<file path="config.mk">
export PLATFORM = sky130hd
export DESIGN_NAME = mc_ctrl_fsm
export DESIGN_NICKNAME = d
export VERILOG_FILES = /design/src/rtl/mc_ctrl_pkg.sv /design/src/rtl/mc_ctrl_decode.sv /design/src/rtl/mc_ctrl_fsm.sv
export SDC_FILE = /design/constraint.sdc
export NUM_CORES = 1
export LEC_CHECK = 0
export CAP_MARGIN = 20
export CORE_AREA = 3 3 95 88
export DETAILED_ROUTE_END_ITERATION = 7
export DIE_AREA = 0 0 98 91
export GPL_TIMING_DRIVEN = 0
export SLEW_MARGIN = 20
export SYNTH_ARGS = -nofsm -noshare
export SYNTH_HDL_FRONTEND = slang
export SYNTH_SLANG_ARGS = --single-unit
</file>
<file path="constraint.sdc">
create_clock -name clk -period 2.7 [get_ports clk]
set_input_delay 0.54 -clock clk [delete_from_list [all_inputs] [get_ports clk]]
set_output_delay 0.54 -clock clk [all_outputs]
set_load 0.02 [all_outputs]
</file>
<file path="src/rtl/mc_ctrl_pkg.sv">
// Shared encodings for the multicycle controller: opcodes, functs, FSM
// state codes, ALU operations, exception causes and datapath mux selects.
package mc_ctrl_pkg;

    // Instruction opcodes (bits [31:26])
    localparam logic [5:0] OP_RTYPE = 6'b000000;
    localparam logic [5:0] OP_J     = 6'b000010;
    localparam logic [5:0] OP_JAL   = 6'b000011;
    localparam logic [5:0] OP_BEQ   = 6'b000100;
    localparam logic [5:0] OP_BNE   = 6'b000101;
    localparam logic [5:0] OP_BLE   = 6'b000110;
    localparam logic [5:0] OP_BGT   = 6'b000111;
    localparam logic [5:0] OP_ADDI  = 6'b001000;
    localparam logic [5:0] OP_SLTI  = 6'b001010;
    localparam logic [5:0] OP_ANDI  = 6'b001100;
    localparam logic [5:0] OP_ORI   = 6'b001101;
    localparam logic [5:0] OP_LW    = 6'b100011;
    localparam logic [5:0] OP_SW    = 6'b101011;

    // R-type function codes (bits [5:0])
    localparam logic [5:0] FN_JR    = 6'b001000;
    localparam logic [5:0] FN_BREAK = 6'b001101;
    localparam logic [5:0] FN_MULT  = 6'b011000;
    localparam logic [5:0] FN_DIV   = 6'b011010;
    localparam logic [5:0] FN_ADD   = 6'b100000;
    localparam logic [5:0] FN_SUB   = 6'b100010;
    localparam logic [5:0] FN_AND   = 6'b100100;
    localparam logic [5:0] FN_OR    = 6'b100101;
    localparam logic [5:0] FN_SLT   = 6'b101010;

    // FSM state codes, visible on state_dbg
    typedef enum logic [4:0] {
        ST_RESET_INIT = 5'd0,
        ST_FETCH      = 5'd1,
        ST_DECODE     = 5'd2,
        ST_EXEC_R     = 5'd3,
        ST_EXEC_I     = 5'd4,
        ST_MEM_RD     = 5'd5,
        ST_MEM_WR     = 5'd6,
        ST_WB         = 5'd7,
        ST_BRANCH     = 5'd8,
        ST_JUMP       = 5'd9,
        ST_MD_WAIT    = 5'd10,
        ST_EXC        = 5'd11,
        ST_HALT       = 5'd12
    } state_e;

    // Instruction classes produced by the decoder
    typedef enum logic [3:0] {
        CLS_R, CLS_I, CLS_LW, CLS_SW, CLS_BR, CLS_J, CLS_MD, CLS_BRK, CLS_ILL
    } cls_e;

    typedef enum logic [1:0] {BR_EQ, BR_NE, BR_LE, BR_GT} br_e;
    typedef enum logic [1:0] {JMP_J, JMP_JAL, JMP_JR} jmp_e;

    // ALU operation codes
    localparam logic [2:0] ALU_ADD = 3'b001;
    localparam logic [2:0] ALU_SUB = 3'b010;
    localparam logic [2:0] ALU_AND = 3'b011;
    localparam logic [2:0] ALU_OR  = 3'b100;
    localparam logic [2:0] ALU_SLT = 3'b101;

    // Exception causes
    localparam logic [1:0] EXC_OPCODE = 2'b00;
    localparam logic [1:0] EXC_OVF    = 2'b01;
    localparam logic [1:0] EXC_DIVZ   = 2'b10;
    localparam logic [1:0] EXC_MDTO   = 2'b11;

    // Datapath mux selects
    localparam logic [2:0] MADDR_ALUOUT = 3'b001;
    localparam logic [2:0] MADDR_PC     = 3'b010;
    localparam logic [1:0] SRCA_PC      = 2'b00;
    localparam logic [1:0] SRCA_A       = 2'b01;
    localparam logic [2:0] SRCB_B       = 3'b000;
    localparam logic [2:0] SRCB_FOUR    = 3'b001;
    localparam logic [2:0] SRCB_BOFF    = 3'b010;
    localparam logic [2:0] SRCB_IMM     = 3'b011;
    localparam logic [2:0] SRCB_ZERO    = 3'b100;
    localparam logic [1:0] PCSRC_ALU    = 2'b00;
    localparam logic [1:0] PCSRC_ALUOUT = 2'b01;
    localparam logic [1:0] PCSRC_JUMP   = 2'b10;
    localparam logic [1:0] PCSRC_EXC    = 2'b11;
    localparam logic [1:0] REGDST_RT    = 2'b00;
    localparam logic [1:0] REGDST_SP    = 2'b01;
    localparam logic [1:0] REGDST_RA    = 2'b10;
    localparam logic [1:0] REGDST_RD    = 2'b11;
    localparam logic [2:0] WDATA_ALUOUT = 3'b000;
    localparam logic [2:0] WDATA_MEM    = 3'b001;
    localparam logic [2:0] WDATA_PC     = 3'b010;
    localparam logic [2:0] WDATA_SPINIT = 3'b011;

    function automatic int max_int(input int a, input int b);
        return (a > b) ? a : b;
    endfunction

endpackage

</file>
<file path="src/rtl/mc_ctrl_decode.sv">
// Combinational opcode/funct dispatch: instruction class, illegal flag and
// the per-instruction ALU/branch/jump details the FSM needs later on.
module mc_ctrl_decode
    import mc_ctrl_pkg::*;
(
    input  logic [5:0] opcode_i,
    input  logic [5:0] funct_i,
    output cls_e       cls_o,
    output logic       illegal_o,
    output logic [2:0] alu_op_o,
    output logic       ovf_chk_o,
    output logic       md_div_o,
    output br_e        br_type_o,
    output jmp_e       jmp_type_o
);

    // Classify the instruction; anything not listed falls through as illegal
    always_comb begin
        cls_o      = CLS_ILL;
        alu_op_o   = ALU_ADD;
        ovf_chk_o  = 1'b0;
        md_div_o   = 1'b0;
        br_type_o  = BR_EQ;
        jmp_type_o = JMP_J;
        case (opcode_i)
            OP_RTYPE: begin
                case (funct_i)
                    FN_ADD:   begin cls_o = CLS_R; ovf_chk_o = 1'b1; end
                    FN_SUB:   begin cls_o = CLS_R; alu_op_o = ALU_SUB; end
                    FN_AND:   begin cls_o = CLS_R; alu_op_o = ALU_AND; end
                    FN_OR:    begin cls_o = CLS_R; alu_op_o = ALU_OR;  end
                    FN_SLT:   begin cls_o = CLS_R; alu_op_o = ALU_SLT; end
                    FN_MULT:  cls_o = CLS_MD;
                    FN_DIV:   begin cls_o = CLS_MD; md_div_o = 1'b1; end
                    FN_JR:    begin cls_o = CLS_J; jmp_type_o = JMP_JR; end
                    FN_BREAK: cls_o = CLS_BRK;
                    default:  cls_o = CLS_ILL;
                endcase
            end
            OP_ADDI: begin cls_o = CLS_I; ovf_chk_o = 1'b1; end
            OP_ANDI: begin cls_o = CLS_I; alu_op_o = ALU_AND; end
            OP_ORI:  begin cls_o = CLS_I; alu_op_o = ALU_OR;  end
            OP_SLTI: begin cls_o = CLS_I; alu_op_o = ALU_SLT; end
            OP_LW:   cls_o = CLS_LW;
            OP_SW:   cls_o = CLS_SW;
            OP_BEQ:  begin cls_o = CLS_BR; alu_op_o = ALU_SUB; br_type_o = BR_EQ; end
            OP_BNE:  begin cls_o = CLS_BR; alu_op_o = ALU_SUB; br_type_o = BR_NE; end
            OP_BLE:  begin cls_o = CLS_BR; alu_op_o = ALU_SUB; br_type_o = BR_LE; end
            OP_BGT:  begin cls_o = CLS_BR; alu_op_o = ALU_SUB; br_type_o = BR_GT; end
            OP_J:    begin cls_o = CLS_J; jmp_type_o = JMP_J;   end
            OP_JAL:  begin cls_o = CLS_J; jmp_type_o = JMP_JAL; end
            default: cls_o = CLS_ILL;
        endcase
        illegal_o = (cls_o == CLS_ILL);
    end

endmodule

</file>
<file path="src/rtl/mc_ctrl_fsm.sv">
// Multicycle CPU control FSM. Moore outputs decoded from the current state;
// every output is forced inactive while reset is held low. Branch conditions
// come from the ALU flags alu_zero/alu_neg of the A-B compare in BRANCH.
module mc_ctrl_fsm
    import mc_ctrl_pkg::*;
#(
    parameter int MEM_WAIT   = 3,
    parameter int MD_TIMEOUT = 40
) (
    input  logic       clk,
    input  logic       reset,
    input  logic [5:0] opcode,
    input  logic [5:0] funct,
    input  logic       overflow,
    input  logic       div_zero,
    input  logic       md_done,
    input  logic       alu_zero,
    input  logic       alu_neg,
    output logic       pc_write,
    output logic       ir_write,
    output logic       a_write,
    output logic       b_write,
    output logic       aluout_write,
    output logic       mem_write,
    output logic       reg_write,
    output logic       epc_write,
    output logic       md_start,
    output logic       md_sel,
    output logic [2:0] mem_addr_sel,
    output logic [1:0] alu_src_a,
    output logic [2:0] alu_src_b,
    output logic [2:0] alu_op,
    output logic [1:0] pc_src,
    output logic [1:0] reg_dst,
    output logic [2:0] wdata_sel,
    output logic [1:0] exc_cause,
    output logic       halted,
    output logic [4:0] state_dbg
);

    localparam int CNT_MAX = max_int(MEM_WAIT, MD_TIMEOUT);
    localparam int CNT_W   = $clog2(CNT_MAX + 1);
    localparam logic [CNT_W-1:0] MEM_LAST = CNT_W'(MEM_WAIT - 1);
    localparam logic [CNT_W-1:0] MD_LAST  = CNT_W'(MD_TIMEOUT - 1);
    localparam logic [CNT_W-1:0] CNT_SAT  = CNT_W'(CNT_MAX);

    state_e           state_q, state_d;
    logic [CNT_W-1:0] cnt_q, cnt_d;
    logic [1:0]       cause_q, cause_d;

    cls_e       dec_cls;
    logic       dec_illegal;
    logic [2:0] dec_alu_op;
    logic       dec_ovf_chk;
    logic       dec_md_div;
    br_e        dec_br;
    jmp_e       dec_jmp;
    logic       br_taken;

    mc_ctrl_decode u_decode (
        .opcode_i   (opcode),
        .funct_i    (funct),
        .cls_o      (dec_cls),
        .illegal_o  (dec_illegal),
        .alu_op_o   (dec_alu_op),
        .ovf_chk_o  (dec_ovf_chk),
        .md_div_o   (dec_md_div),
        .br_type_o  (dec_br),
        .jmp_type_o (dec_jmp)
    );

    // State, wait counter and latched exception cause
    always_ff @(posedge clk or negedge reset) begin
        if (!reset) begin
            state_q <= ST_RESET_INIT;
            cnt_q   <= '0;
            cause_q <= EXC_OPCODE;
        end else begin
            state_q <= state_d;
            cnt_q   <= cnt_d;
            cause_q <= cause_d;
        end
    end

    // Branch condition from the A-B compare flags
    always_comb begin
        case (dec_br)
            BR_EQ:   br_taken = alu_zero;
            BR_NE:   br_taken = !alu_zero;
            BR_LE:   br_taken = alu_zero || alu_neg;
            default: br_taken = !(alu_zero || alu_neg);
        endcase
    end

    // Next-state logic; the cause register only changes on the way into EXC
    always_comb begin
        state_d = state_q;
        cause_d = cause_q;
        case (state_q)
            ST_RESET_INIT: state_d = ST_FETCH;
            ST_FETCH:      if (cnt_q == MEM_LAST) state_d = ST_DECODE;
            ST_DECODE: begin
                if (dec_illegal) begin
                    state_d = ST_EXC;
                    cause_d = EXC_OPCODE;
                end else begin
                    case (dec_cls)
                        CLS_R:   state_d = ST_EXEC_R;
                        CLS_BR:  state_d = ST_BRANCH;
                        CLS_J:   state_d = ST_JUMP;
                        CLS_BRK: state_d = ST_HALT;
                        CLS_MD: begin
                            if (dec_md_div && div_zero) begin
                                state_d = ST_EXC;
                                cause_d = EXC_DIVZ;
                            end else begin
                                state_d = ST_MD_WAIT;
                            end
                        end
                        default: state_d = ST_EXEC_I;
                    endcase
                end
            end
            ST_EXEC_R, ST_EXEC_I: begin
                if (dec_cls == CLS_LW) begin
                    state_d = ST_MEM_RD;
                end else if (dec_cls == CLS_SW) begin
                    state_d = ST_MEM_WR;
                end else if (dec_ovf_chk && overflow) begin
                    state_d = ST_EXC;
                    cause_d = EXC_OVF;
                end else begin
                    state_d = ST_WB;
                end
            end
            ST_MEM_RD:     if (cnt_q == MEM_LAST) state_d = ST_WB;
            ST_MEM_WR:     if (cnt_q == MEM_LAST) state_d = ST_FETCH;
            ST_WB, ST_BRANCH, ST_JUMP, ST_EXC: state_d = ST_FETCH;
            ST_MD_WAIT: begin
                // completion takes priority over a timeout in the same cycle
                if (md_done) begin
                    state_d = ST_FETCH;
                end else if (cnt_q == MD_LAST) begin
                    state_d = ST_EXC;
                    cause_d = EXC_MDTO;
                end
            end
            ST_HALT:       state_d = ST_HALT;
            default:       state_d = ST_RESET_INIT;
        endcase
    end

    // Wait counter: restarts on every state change, saturates instead of wrapping
    always_comb begin
        if (state_d != state_q) begin
            cnt_d = '0;
        end else if (cnt_q != CNT_SAT) begin
            cnt_d = cnt_q + 1'b1;
        end else begin
            cnt_d = cnt_q;
        end
    end

    // Moore outputs; all held inactive while reset is asserted
    always_comb begin
        pc_write     = 1'b0;
        ir_write     = 1'b0;
        a_write      = 1'b0;
        b_write      = 1'b0;
        aluout_write = 1'b0;
        mem_write    = 1'b0;
        reg_write    = 1'b0;
        epc_write    = 1'b0;
        md_start     = 1'b0;
        md_sel       = 1'b0;
        mem_addr_sel = 3'b000;
        alu_src_a    = SRCA_PC;
        alu_src_b    = SRCB_B;
        alu_op       = 3'b000;
        pc_src       = PCSRC_ALU;
        reg_dst      = REGDST_RT;
        wdata_sel    = WDATA_ALUOUT;
        halted       = 1'b0;
        exc_cause    = cause_q;
        state_dbg    = state_q;
        if (reset) begin
            case (state_q)
                ST_RESET_INIT: begin
                    reg_write = 1'b1;
                    reg_dst   = REGDST_SP;
                    wdata_sel = WDATA_SPINIT;
                end
                ST_FETCH: begin
                    ir_write     = 1'b1;
                    mem_addr_sel = MADDR_PC;
                    alu_src_a    = SRCA_PC;
                    alu_src_b    = SRCB_FOUR;
                    alu_op       = ALU_ADD;
                    pc_src       = PCSRC_ALU;
                    pc_write     = (cnt_q == MEM_LAST);
                end
                ST_DECODE: begin
                    a_write      = 1'b1;
                    b_write      = 1'b1;
                    aluout_write = 1'b1;
                    alu_src_a    = SRCA_PC;
                    alu_src_b    = SRCB_BOFF;
                    alu_op       = ALU_ADD;
                end
                ST_EXEC_R: begin
                    aluout_write = 1'b1;
                    alu_src_a    = SRCA_A;
                    alu_src_b    = SRCB_B;
                    alu_op       = dec_alu_op;
                end
                ST_EXEC_I: begin
                    aluout_write = 1'b1;
                    alu_src_a    = SRCA_A;
                    alu_src_b    = SRCB_IMM;
                    alu_op       = dec_alu_op;
                end
                ST_MEM_RD: mem_addr_sel = MADDR_ALUOUT;
                ST_MEM_WR: begin
                    mem_addr_sel = MADDR_ALUOUT;
                    mem_write    = 1'b1;
                end
                ST_WB: begin
                    reg_write = 1'b1;
                    if (dec_cls == CLS_LW) begin
                        reg_dst   = REGDST_RT;
                        wdata_sel = WDATA_MEM;
                    end else if (dec_cls == CLS_R) begin
                        reg_dst   = REGDST_RD;
                        wdata_sel = WDATA_ALUOUT;
                    end else begin
                        reg_dst   = REGDST_RT;
                        wdata_sel = WDATA_ALUOUT;
                    end
                end
                ST_BRANCH: begin
                    alu_src_a = SRCA_A;
                    alu_src_b = SRCB_B;
                    alu_op    = ALU_SUB;
                    pc_src    = PCSRC_ALUOUT;
                    pc_write  = br_taken;
                end
                ST_JUMP: begin
                    pc_write = 1'b1;
                    if (dec_jmp == JMP_JR) begin
                        // jr target is A + 0 straight off the ALU
                        alu_src_a = SRCA_A;
                        alu_src_b = SRCB_ZERO;
                        alu_op    = ALU_ADD;
                        pc_src    = PCSRC_ALU;
                    end else begin
                        pc_src = PCSRC_JUMP;
                    end
                    if (dec_jmp == JMP_JAL) begin
                        reg_write = 1'b1;
                        reg_dst   = REGDST_RA;
                        wdata_sel = WDATA_PC;
                    end
                end
                ST_MD_WAIT: begin
                    md_start = (cnt_q == '0);
                    md_sel   = dec_md_div;
                end
                ST_EXC: begin
                    // EPC gets PC-4, PC gets the exception vector
                    epc_write = 1'b1;
                    alu_src_a = SRCA_PC;
                    alu_src_b = SRCB_FOUR;
                    alu_op    = ALU_SUB;
                    pc_src    = PCSRC_EXC;
                    pc_write  = 1'b1;
                end
                ST_HALT: halted = 1'b1;
                default: ;
            endcase
        end
    end

endmodule

</file>
==> impl_metrics.py <==
metrics = {
    "worst_setup_path": {
        "crit_path_start_kind": "input port",
        "rrSetupSlack_ns": 0.08,
        "rr_endpoint": "cnt_q[0]",
        "worstPathRequired_ns": 2.16,
        "r2r.worst_path.cells": 8,
        "reg2reg_from": "cnt_q[3]",
        "crit_type": "in -> out",
        "cp-end-kind": "output pin",
        "arrival_ns": 2.15,
        "crit_start": "opcode[3]",
        "critPathMaxFanout": 3,
    },
    "global_route": {
        "grt_pass1_wl_mm": 12.1,
        "busiest_layer": "met2",
        "met2_usage": 0.259,
        "use_met1": 0.242,
        "gr-total-overflow": 0,
        "grt_max_degree": 18,
        "grt_pass1_vias": 2360,
        "global_route.usage.total": 0.160,
        "antenna_found_initial": 0,
        "gr-usage-met3": 0.00845,
    },
    "cells_and_area": {
        "nets": 387,
        "finalNonFillerCells": 460,
        "diodes": 0,
        "layout-drive-gt1-share": 0.310,
        "syn2layout_area_growth_pct": 42.1,
        "post-route-util": 0.419,
        "n_fill_cell": 770,
    },
    "run_status": {
        "outcome": "finished clean",
    },
    "synth": {
        "ys_types": 73,
        "async_flop_share": 1.00,
        "syn_area_per_cell_um2": 7.39,
        "ys_warn_count": 0,
        "ys_seq_area_frac": 0.148,
        "ys_ff_latch": 13,
        "syn_area_mm2": 0.00220,
        "synthFlopType": "dfrtp_1",
        "syn_inst": 298,
        "synth-edff-count": 0,
    },
    "route": {
        "via_count": 2497,
        "post_drt_via_cell_ratio": 5.43,
        "drc": 0,
        "post_drt_wl_per_cell_um": 16.4,
        "first_pass_iters": 6,
        "drt_wl_total_mm": 7.53,
        "ant_nets": 0,
        "drtIter0Drc": 272,
    },
    "clocking": {
        "clockBufferDepth": 2,
        "clkTransAtPathRegs_ns": 0.05,
        "clkLatencyLatePin_ns": 0.24,
        "cts_tree": "done",
        "cts_hold_buf": 0,
        "h-tree-depth": 1,
        "cts-root-buf": "clkbuf_8",
        "cts.sinks": 13,
        "cts_made_buffers": 3,
    },
    "sta": {
        "finalHoldViolCount": 0,
        "setup_viol": 0,
        "period_minus_slack_ns": 2.69,
        "worstMarginPinSlew_ns": 0.609,
        "period_share": 0.997,
        "fmax_ghz": 0.371,
        "skew_ns": 0.00112,
        "finalMaxSlewViolations": 0,
        "rsz0062_at_grt": "yes",
        "slew_headroom": 0.593,
        "setup_slack_ns": 0.00769,
        "finalSetupTns_ns": 0,
    },
    "placed_design": {
        "pre_cts_slack_ns": -1.08,
        "gp_congestion": 0.921,
        "dpl.hpwl_mm": 5.69,
        "placedCellCount": 445,
        "numPortBuffers": 48,
    },
    "min_path": {
        "hold_path.class": "in -> async",
    },
    "floorplan": {
        "die_w_um": 98,
        "core_area_mm2": 0.00747,
        "core.rowCount": 30,
        "die-area_mm2": 0.00892,
        "die_h_um": 91,
        "start_util": 0.295,
        "io_pins": 55,
    },
    "pwr": {
        "leakage_nw": 1.27,
        "powerDensity_mw_per_mm2": 428,
        "peakVddDrop_mv": 0.261,
        "finalPower_mw": 1.34,
    },
    "run": {
        "drv_cap": 0,
    },
}
[cells in the mapped netlist (7+ instances only)]
cell type / n / area share
nor2_1: 36 / 0.061
a21oi_1: 24 / 0.055
nand2_1: 24 / 0.041
dfrtp_1: 13 / 0.15
nand3_1: 13 / 0.030
clkbuf_1: 10 / 0.017
nor3_1: 10 / 0.023
inv_1: 9 / 0.015
o21ai_0: 9 / 0.020
nand2b_1: 7 / 0.020
[through the flow]
stage	cell area (um^2)	hold WS (ns)
floorplan	2220	0.244
global placement	2820	0.484
detailed placement	2820	0.490
CTS	3010	0.221
global route	3130	0.235
finish	3130	0.209
[final cells by class]
class                   instances  area [um^2]  area share
multi-input cells             251         1840       0.588
plain buffers                  26          225      0.0719
inverters                       9         33.8      0.0108
clock buffers                   4         45.0      0.0144
well taps                      96          120      0.0384
flip-flops and latches         13          327       0.104
repair buffers                 61          541       0.173
[kinds of logic (layout without fill, tap and decap cells)]
group	Yosys count	after routing	share of synthesized area
simple gates	150	150	0.408
compound gates	80	80	0.250
buf+inv	37	100	0.112
flops	13	13	0.148
xor+xnor	11	11	0.0471
fa+ha+maj	3	3	0.0170
mux	3	3	0.0165
other cells	1	4	0.00170
[report_power, final]
part / switching (mW) / leakage, nW / internal, mW
combinational: 0.507 / 1.08 / 0.388
clock: 0.0707 / 0.0228 / 0.104
sequential: 0.0355 / 0.171 / 0.234
total: 0.614 / 1.27 / 0.727
[what timing repair did]
action                     CTS  global route
setup endpoints to repair   33            22
gates resized for setup    141            48
pin swaps                   32            18
buffers inserted            10             3
[per-layer routing]
layer,up-vias,wire [um]
met5,-,0
met4,0,18
met3,3,394
met2,100,3440
met1,1180,3680
li1,1214,-
[cells in the final DEF, fill, tap and decap left out, types with 7 or more instances in the layout]
master,n
a21oi_1,21
buf_4,23
buf_6,13
clkdlybuf4s50_1,13
dfrtp_1,12
dlygate4sd2_1,7
inv_1,9
nand2_1,22
nand2b_1,7
nand3_1,13
nor2_1,33
[registers in the layout (all words and copies together) (netlist names)]
| register | count |
|---|---|
| cnt_q | 6 |
| exc_cause | 2 |
| state_dbg | 5 |
[critical path: stages]
cell and delay, ns:
buf_8 0.10, or4_4 0.57, a311oi_2 0.26, nand2_1 0.09, o21ai_2 0.15, nor2_1 0.07
nand4_1 0.14, a21oi_2 0.09, buf_6 0.13
[how the worst max path moves through the flow]
| stage | to | slack [ns] | depth (start not counted) |
|---|---|---|---|
| final | reg_dst[1] | 0.008 | 9 |
| after global routing | reg_dst[1] | -0.07 | 9 |
| after global placement | alu_op[0] | -1.08 | 10 |
| after floorplan | alu_src_a[0] | 0.08 | 6 |
| after CTS | alu_op[0] | -0.008 | 10 |
| after detailed placement | alu_op[0] | -1.08 | 7 |
Power figures use the tool's default switching activity.
